## src/rtl/memctrl_pkg.sv

```systemverilog
// memctrl_pkg: request codes, fetch-state encodings and bus widths shared by memctrl
// and its fetch buffer.
package memctrl_pkg;

    localparam int BYTE_W = 8;
    localparam int ADDR_W = 32;
    localparam int INST_W = 32;

    typedef enum logic [1:0] {
        MEM_IDLE  = 2'b00,
        MEM_READ  = 2'b01,
        MEM_WRITE = 2'b10,
        MEM_RSVD  = 2'b11
    } mem_rw_e;

    typedef enum logic [1:0] {
        FS_IDLE = 2'b00,
        FS_RD   = 2'b01,
        FS_LAST = 2'b10
    } fetch_state_e;

    // True when addr falls in the four bytes starting at base, modulo 2^32.
    function automatic logic addr_in_word(input logic [ADDR_W-1:0] addr,
                                          input logic [ADDR_W-1:0] base);
        logic [ADDR_W-1:0] diff;
        diff = addr - base;
        return (diff < 32'd4);
    endfunction

endpackage

```

## src/rtl/memctrl_fetch_buf.sv

```systemverilog
// memctrl_fetch_buf: one-entry instruction buffer (valid, tag, data) for memctrl.
// Present only when MEMCTRL_FETCH_BUF_EN is defined.
`ifdef MEMCTRL_FETCH_BUF_EN
module memctrl_fetch_buf
    import memctrl_pkg::*;
(
    input  logic              clk,
    input  logic              rst,
    input  logic              fill,
    input  logic [ADDR_W-1:0] fill_tag,
    input  logic [INST_W-1:0] fill_data,
    input  logic              wr_en,
    input  logic [ADDR_W-1:0] wr_addr,
    input  logic [ADDR_W-1:0] lookup_addr,
    output logic              hit,
    output logic [INST_W-1:0] hit_data
);

    logic              valid_r;
    logic [ADDR_W-1:0] tag_r;
    logic [INST_W-1:0] data_r;
    logic              inval_s;

    // A write landing in the buffered word kills the entry in the same cycle.
    assign inval_s  = wr_en && valid_r && addr_in_word(wr_addr, tag_r);
    assign hit      = valid_r && !inval_s && (lookup_addr == tag_r);
    assign hit_data = data_r;

    // Entry storage: refilled on every completed RAM fetch.
    always_ff @(posedge clk or negedge rst) begin
        if (!rst) begin
            valid_r <= 1'b0;
            tag_r   <= 32'd0;
            data_r  <= 32'd0;
        end else if (fill) begin
            valid_r <= 1'b1;
            tag_r   <= fill_tag;
            data_r  <= fill_data;
        end else if (inval_s) begin
            valid_r <= 1'b0;
        end else begin
            valid_r <= valid_r;
        end
    end

endmodule
`endif

```

## src/rtl/memctrl.sv

```systemverilog
// memctrl: single byte-wide RAM shared by a MEM-stage port (combinational, highest
// priority) and a four-byte instruction fetch sequencer. MEMCTRL_FETCH_BUF_EN adds a fetch buffer.
module memctrl
    import memctrl_pkg::*;
(
    input  logic              clk,
    input  logic              rst,
    input  logic [1:0]        rw_from_mem,
    input  logic [ADDR_W-1:0] addr_from_mem,
    input  logic [BYTE_W-1:0] data_from_mem,
    output logic [BYTE_W-1:0] data_to_mem,
    input  logic              if_req,
    input  logic [ADDR_W-1:0] if_addr,
    output logic [INST_W-1:0] inst_o,
    output logic              if_done,
    input  logic [BYTE_W-1:0] mem_din,
    output logic [BYTE_W-1:0] mem_dout,
    output logic [ADDR_W-1:0] mem_a,
    output logic              mem_wr
);

    mem_rw_e                rw_s;
    fetch_state_e           state_r;
    fetch_state_e           state_nxt_s;
    logic [1:0]             k_r;
    logic [2:0][BYTE_W-1:0] bytes_r;
    logic [ADDR_W-1:0]      fetch_addr_r;
    logic [INST_W-1:0]      inst_r;
    logic                   done_r;
    logic                   mem_busy_s;
    logic                   abort_s;
    logic                   accept_s;
    logic                   hit_take_s;
    logic                   capture_s;
    logic                   complete_s;
    logic                   buf_hit_s;
    logic [INST_W-1:0]      buf_data_s;
    logic [INST_W-1:0]      fetch_word_s;

    assign rw_s         = mem_rw_e'(rw_from_mem);
    assign mem_busy_s   = (rw_s == MEM_READ) || (rw_s == MEM_WRITE);
    // Any MEM traffic, a dropped request or a changed target cancels the fetch in flight.
    assign abort_s      = mem_busy_s || !if_req || (if_addr != fetch_addr_r);
    assign hit_take_s   = (state_r == FS_IDLE) && if_req && buf_hit_s;
    assign accept_s     = (state_r == FS_IDLE) && if_req && !mem_busy_s && !hit_take_s;
    assign fetch_word_s = {mem_din, bytes_r[2], bytes_r[1], bytes_r[0]};
    assign data_to_mem  = mem_din;
    assign inst_o       = inst_r;
    assign if_done      = done_r;

`ifdef MEMCTRL_FETCH_BUF_EN
    logic mem_write_s;
    assign mem_write_s = (rw_s == MEM_WRITE);

    memctrl_fetch_buf u_fetch_buf (
        .clk         (clk),
        .rst         (rst),
        .fill        (complete_s),
        .fill_tag    (fetch_addr_r),
        .fill_data   (fetch_word_s),
        .wr_en       (mem_write_s),
        .wr_addr     (addr_from_mem),
        .lookup_addr (if_addr),
        .hit         (buf_hit_s),
        .hit_data    (buf_data_s)
    );
`else
    assign buf_hit_s  = 1'b0;
    assign buf_data_s = 32'd0;
`endif

    // Fetch state and byte counter register.
    always_ff @(posedge clk or negedge rst) begin
        if (!rst) begin
            state_r <= FS_IDLE;
            k_r     <= 2'd0;
        end else begin
            state_r <= state_nxt_s;
            if ((state_r == FS_RD) && (state_nxt_s == FS_RD)) begin
                k_r <= k_r + 2'd1;
            end else begin
                k_r <= 2'd0;
            end
        end
    end

    // Next-state decode for the fetch sequencer.
    always_comb begin
        state_nxt_s = state_r;
        case (state_r)
            FS_IDLE: begin
                if (accept_s) begin
                    state_nxt_s = FS_RD;
                end else begin
                    state_nxt_s = FS_IDLE;
                end
            end
            FS_RD: begin
                if (abort_s) begin
                    state_nxt_s = FS_IDLE;
                end else if (k_r == 2'd3) begin
                    state_nxt_s = FS_LAST;
                end else begin
                    state_nxt_s = FS_RD;
                end
            end
            FS_LAST: begin
                state_nxt_s = FS_IDLE;
            end
            default: begin
                state_nxt_s = FS_IDLE;
            end
        endcase
    end

    // RAM port mux (MEM first) and per-cycle capture/complete strobes.
    always_comb begin
        mem_a      = 32'd0;
        mem_dout   = 8'd0;
        mem_wr     = 1'b0;
        capture_s  = 1'b0;
        complete_s = 1'b0;
        case (rw_s)
            MEM_WRITE: begin
                mem_a    = addr_from_mem;
                mem_dout = data_from_mem;
                mem_wr   = 1'b1;
            end
            MEM_READ: begin
                mem_a = addr_from_mem;
            end
            default: begin
                if (state_r == FS_RD) begin
                    mem_a = fetch_addr_r + {30'd0, k_r};
                end else begin
                    mem_a = 32'd0;
                end
            end
        endcase
        if ((state_r == FS_RD) && !abort_s && (k_r != 2'd0)) begin
            capture_s = 1'b1;
        end else begin
            capture_s = 1'b0;
        end
        if ((state_r == FS_LAST) && !abort_s) begin
            complete_s = 1'b1;
        end else begin
            complete_s = 1'b0;
        end
    end

    // Fetch datapath: target latch, byte capture, instruction and done pulse.
    always_ff @(posedge clk or negedge rst) begin
        if (!rst) begin
            fetch_addr_r <= 32'd0;
            bytes_r      <= 24'd0;
            inst_r       <= 32'd0;
            done_r       <= 1'b0;
        end else begin
            if (accept_s) begin
                fetch_addr_r <= if_addr;
            end
            if (capture_s) begin
                case (k_r)
                    2'd1:    bytes_r[0] <= mem_din;
                    2'd2:    bytes_r[1] <= mem_din;
                    2'd3:    bytes_r[2] <= mem_din;
                    default: bytes_r    <= bytes_r;
                endcase
            end
            if (complete_s) begin
                inst_r <= fetch_word_s;
            end else if (hit_take_s) begin
                inst_r <= buf_data_s;
            end
            done_r <= complete_s || hit_take_s;
        end
    end

endmodule

```

## config.mk

```make
export PLATFORM = sky130hd
export DESIGN_NAME = memctrl
export DESIGN_NICKNAME = d
export VERILOG_FILES = /design/src/rtl/memctrl_pkg.sv /design/src/rtl/memctrl_fetch_buf.sv /design/src/rtl/memctrl.sv
export SDC_FILE = /design/constraint.sdc
export NUM_CORES = 1
export LEC_CHECK = 0
export CAP_MARGIN = 40
export CORE_ASPECT_RATIO = 1.1
export CORE_MARGIN = 5
export CORE_UTILIZATION = 35
export DETAILED_ROUTE_END_ITERATION = 10
export SLEW_MARGIN = 20
export SYNTH_ARGS = -nofsm -noshare
export SYNTH_HDL_FRONTEND = slang
export SYNTH_SLANG_ARGS = --single-unit
```

## constraint.sdc

```tcl
create_clock -name clk -period 2.8 [get_ports clk]
set_input_delay 0.56 -clock clk [delete_from_list [all_inputs] [get_ports clk]]
set_output_delay 0.56 -clock clk [all_outputs]
set_load 0.05 [all_outputs]
```

After elaboration in Yosys (flattened, before gate mapping)
Index checks and enable logic that the tools add are counted.
{"block": "totals", "ff_bits": 93, "in_bits": 85, "out_inout_bits": 82, "word_cells": 48}
{"block": "op_classes", "n_addsub": 2, "n_eq_ne": 9, "muxes": 11, "n_reduce_logical": 18}
{"op": "32-bit 2-to-1 mux", "count": 2}
{"op": "32-bit by 2-bit adder with 32-bit output", "count": 1}
{"op": "32-bit != test", "count": 1}
{"op": "2-bit by 1-bit == test with 1-bit output (second input constant)", "count": 4}
{"op": "2-bit == test (second input constant)", "count": 4}
{"op": "8-bit 2-to-1 mux", "count": 1}
{"op": "1-bit logical AND", "count": 6}
{"op": "2-bit 2-to-1 mux", "count": 3}
{"op": "2-bit AND reduction", "count": 3}
{"op": "1-bit 2-to-1 mux", "count": 4}
{"op": "2-bit one-hot mux with 2 select lines", "count": 1}
{"op": "1-bit zero test", "count": 3}
{"op": "1-bit logical OR", "count": 3}
{"op": "2-bit by 1-bit adder with 2-bit output (second input constant)", "count": 1}
{"op": "2-bit zero test", "count": 1}
{"op": "2-bit nonzero test", "count": 1}
{"op": "2-bit OR reduction", "count": 1}

Logic depth before layout (Yosys ltp)
{"block": "depth", "ltp_word": 9, "depth_mapped": 9, "ltp_nobuf": 7}

Least setup slack after synthesis
Ideal clock, no wire load.
{"block": "synth_path", "path_kind": "reg2out", "start": "register k_r[0]", "end": "output port mem_a[26]", "t_arrival_ns": 2.535, "required_time_ns": 2.240, "slack_ns": -0.295, "path_stages_with_launch": 9, "n_path_buf": 1, "path_cell_list": "dfrtp_1 -> ha_1 -> fa_1 -> and3_1 -> clkbuf_1 -> nand3_1 -> nor4_1 -> xnor2_1 -> o22ai_1"}
{"block": "synth_via", "elab_chain_len": 3}
{"element": "from (decl)", "line_no": "memctrl.sv:25", "text": "logic [1:0] k_r;"}
{"element": "from (signal assigned)", "line_no": "memctrl.sv:80", "text": "k_r <= k_r + 2'd1;"}
{"element": "32-bit by 2-bit adder with 32-bit output", "line_no": "memctrl.sv:134", "text": "mem_a = fetch_addr_r + {30'd0, k_r};"}
{"element": "32-bit 2-to-1 mux", "line_no": "memctrl.sv:133", "text": "if (state_r == FS_RD) begin"}
{"element": "32-bit 2-to-1 mux", "line_no": "memctrl.sv:123", "text": "case (rw_s)"}
{"element": "to (decl)", "line_no": "memctrl.sv:18", "text": "output logic [ADDR_W-1:0] mem_a,"}
Every way passes these cells.

Worst setup path after layout
{"block": "layout_path", "start": "register fetch_addr_r[0]", "end": "output port mem_a[17]"}
{"block": "layout_via", "elab_chain_len": 3}
{"element": "from (decl)", "line_no": "memctrl.sv:27", "text": "logic [ADDR_W-1:0] fetch_addr_r;"}
{"element": "from (signal assigned)", "line_no": "memctrl.sv:161", "text": "fetch_addr_r <= if_addr;"}
{"element": "32-bit by 2-bit adder with 32-bit output", "line_no": "memctrl.sv:134"}
{"element": "32-bit 2-to-1 mux", "line_no": "memctrl.sv:133"}
{"element": "32-bit 2-to-1 mux", "line_no": "memctrl.sv:123"}
Every way passes these cells.

==> impl_metrics.json <==
{
  "path_common_cell": "buf_4",
  "cp.required_ns": 2.24,
  "initial_core_util_pct": 35.87,
  "grt_max_degree": 45,
  "crit_chain": "ha_2, buf_4, a21o_1, buf_4, nand4_1, buf_6, nor2_2, xnor2_1, a31o_2, buf_12",
  "power_mw": 4.351,
  "die-area_mm2": 0.01747,
  "timing.final.crit_share_pct": 103.1,
  "cap_violations": 0,
  "numCtsBuffers": 9,
  "crit_path_start_kind": "register",
  "multi_input_area_mm2": 0.003132,
  "r2r_slack_ns": 0.15,
  "cp-end-kind": "output port",
  "wl_per_cell_um": 18.62,
  "die_width_um": 126.5,
  "crit_end": "mem_a[17]",
  "ios": 167,
  "grt_pass1_wl_um": 26430,
  "period_needed_ns": 2.886,
  "violations": "setup timing",
  "h-tree-depth": 3,
  "synth_largest_area_cell": "dfrtp_1",
  "synth_most_common_cell": "dfrtp_1",
  "synth_common_cells": "dfrtp_1 (93), mux2_2 (51), inv_1 (45)",
  "first_iter_violations": 139,
  "synth_cell_types": 40,
  "syn2layout_area_growth_pct": 69.44,
  "power_leakage_nw": 3.938,
  "ant_nets": 0,
  "grt_remaining_overflow": 0,
  "drc_errors": 0,
  "power_density_mw_per_mm2": 491.6,
  "cts_sinks": 93,
  "cts_tree": "yes",
  "synth_seq_area_share_pct": 44.55,
  "fin_ws_ns": -0.08590,
  "yosys-top-cells-area": "dfrtp_1 (45%), mux2_2 (11%), mux2_1 (6.9%)",
  "route.vias.total": 4519,
  "synth_edf_count": 0,
  "cts.clk_slew.worst_paths_ns": 0.07,
  "synthFlopType": "dfrtp_1",
  "arrival_ns": 2.33,
  "ir_worst_vdd_mv": 0.2343,
  "diodes": 0,
  "setup_violations": 16,
  "fmax_ghz": 0.3465,
  "worstMarginPinSlew_ns": 0.5895,
  "cts_root_buf": "clkbuf_16",
  "ys_ff_latch": 93,
  "ys_async_sr_fraction_pct": 100.0,
  "slowest_delay_ns": 0.39,
  "rsz0062_at_grt": "yes",
  "fin_skew_ns": 0.006704,
  "grt_pass1_vias": 4947,
  "place_ws_ns": -0.4732,
  "ff_latch_area_mm2": 0.002333,
  "yosysWarnings": 0,
  "portBuffers": 166,
  "rows": 46,
  "finalHoldViolCount": 0,
  "critPathSlowestCell": "dfrtp_1",
  "avgSynthCellArea_um2": 10.70,
  "synth_area_mm2": 0.005224,
  "drv_slew": 0,
  "nets": 794,
  "setup.worst_path.start": "fetch_addr_r[0]",
  "hpwl_um": 12020,
  "track_usage_pct": 18.80,
  "fin_tns_setup_ns": -0.4529,
  "insertion_delay_ns": 0.34,
  "die_h_um": 138.1,
  "drive_gt1_share_pct": 40.51,
  "synth_top_cell_area_share_pct": 44.55,
  "path_buf_inv": 4,
  "cp_max_fo": 8,
  "r2r_cells": 10,
  "max_slew_margin_pct": 60.70,
  "antenna_found_initial": 0,
  "path_depth": 10,
  "status": "finished, violations left",
  "design.core.area_mm2": 0.01456,
  "routabilityCongestion": 0.8865,
  "drt_wl_total_um": 16720,
  "n_fill_cell": 1202,
  "syn_nets": 581,
  "clk_path_buf_depth": 2,
  "syn_inst": 488,
  "drt-pass1-iter-count": 4,
  "reg2reg_from": "fetch_addr_r[1]",
  "r2r-end": "inst_o[17]",
  "viasPerCell": 5.032,
  "critPathTopFamily": "buffers and inverters",
  "hold_path_class": "primary input to asynchronous set/reset pin",
  "critical_path_class": "register to output port"
}
==> state kept, by name, indices dropped and copies added, names as in the netlist <==
name,flops
bytes_r,24
fetch_addr_r,32
if_done,1
inst_o,32
k_r,2
state_r,2
==> report_power, final <==
| part | switching, mW | total [mW] | internal, mW |
|---|---|---|---|
| sequential | 0.191 | 1.65 | 1.46 |
| clock | 0.528 | 1.16 | 0.635 |
| combinational | 0.743 | 1.54 | 0.797 |
==> cell families (layout without fill, tap and decap cells) <==
| group | after synthesis | in the layout | share of synthesized area (%) |
|---|---|---|---|
| and+or+nand+nor | 135 | 135 | 15.16 |
| DFF | 93 | 93 | 44.55 |
| muxes | 83 | 83 | 17.89 |
| buffers and inverters | 74 | 292 | 6.347 |
| xor gates and xnor gates | 55 | 55 | 9.222 |
| AOI/OAI and AO/OA | 40 | 40 | 4.766 |
| adders and majority gates | 8 | 8 | 2.060 |
==> worst min-delay path by stage <==
stage	startpoint	endpoint	slack (ns)	depth (start not counted)
6_report	rst	inst_o[21]	0.21	1
5_1_grt	rst	bytes_r[22]	0.26	1
2_1_floorplan	rst	bytes_r[0]	0.26	0
3_5_place_dp	inst_o[22]	inst_o[22]	0.47	1
3_3_place_gp	bytes_r[18]	inst_o[18]	0.46	1
4_1_cts	rst	inst_o[29]	0.23	1
==> layer usage <==
metal / global-route usage (%) / up-vias / share of wire, %
met5: 0 / - / 0
met4: 5.308 / 0 / 1.5
met3: 4.661 / 23 / 6.2
met2: 32.72 / 171 / 50
met1: 23.03 / 2201 / 43
li1: - / 2124 / -
==> layout make-up <==
type	instances	area share, %
Sequential cell	93	26.36
Clock buffer	11	2.742
Tap cell	192	2.714
Clock inverter	5	0.4665
Multi-Input combinational cell	321	35.38
Timing Repair Buffer	231	30.42
Inverter	45	1.908
==> layout by cell type, fill, tap and decap left out, types with 6 or more instances in the layout <==
cell type        instances
clkdlybuf4s50_1        105
dfrtp_1                 88
buf_4                   63
mux2_2                  51
buf_12                  45
inv_1                   44
o22ai_2                 29
xnor2_1                 28
nand4_1                 16
nand2_1                 16
mux2_1                  16
mux2_4                  16
nand2b_1                15
xnor2_2                 13
nand3_1                 13
xor2_1                  12
and2_1                  10
clkbuf_16                9
nor3_2                   8
dlymetal6s2s_1           8
o21ai_0                  7
nor4_1                   6
==> metrics by stage <==
stage / util (%) / cells / hold slack [ns] / area, um^2
global route: 60.78 / 898 / 0.2624 / 8851
detailed placement: 53.21 / 857 / 0.4740 / 7749
global placement: 53.21 / 857 / 0.4641 / 7749
floorplan: - / 488 / 0.2644 / 5294
CTS: 59.58 / 892 / 0.2302 / 8676
finish: 60.78 / 898 / 0.2143 / 8851
==> repair_timing <==
item | in CTS | in global routing
endpoints found under the setup margin | 64 | 56
hold buffers | 0 | 0
buffers inserted | 15 | 6
resized for setup | 90 | 31
cloned | 4 | 0
pin swaps | 31 | 27
(Power assumes the default switching activity.)
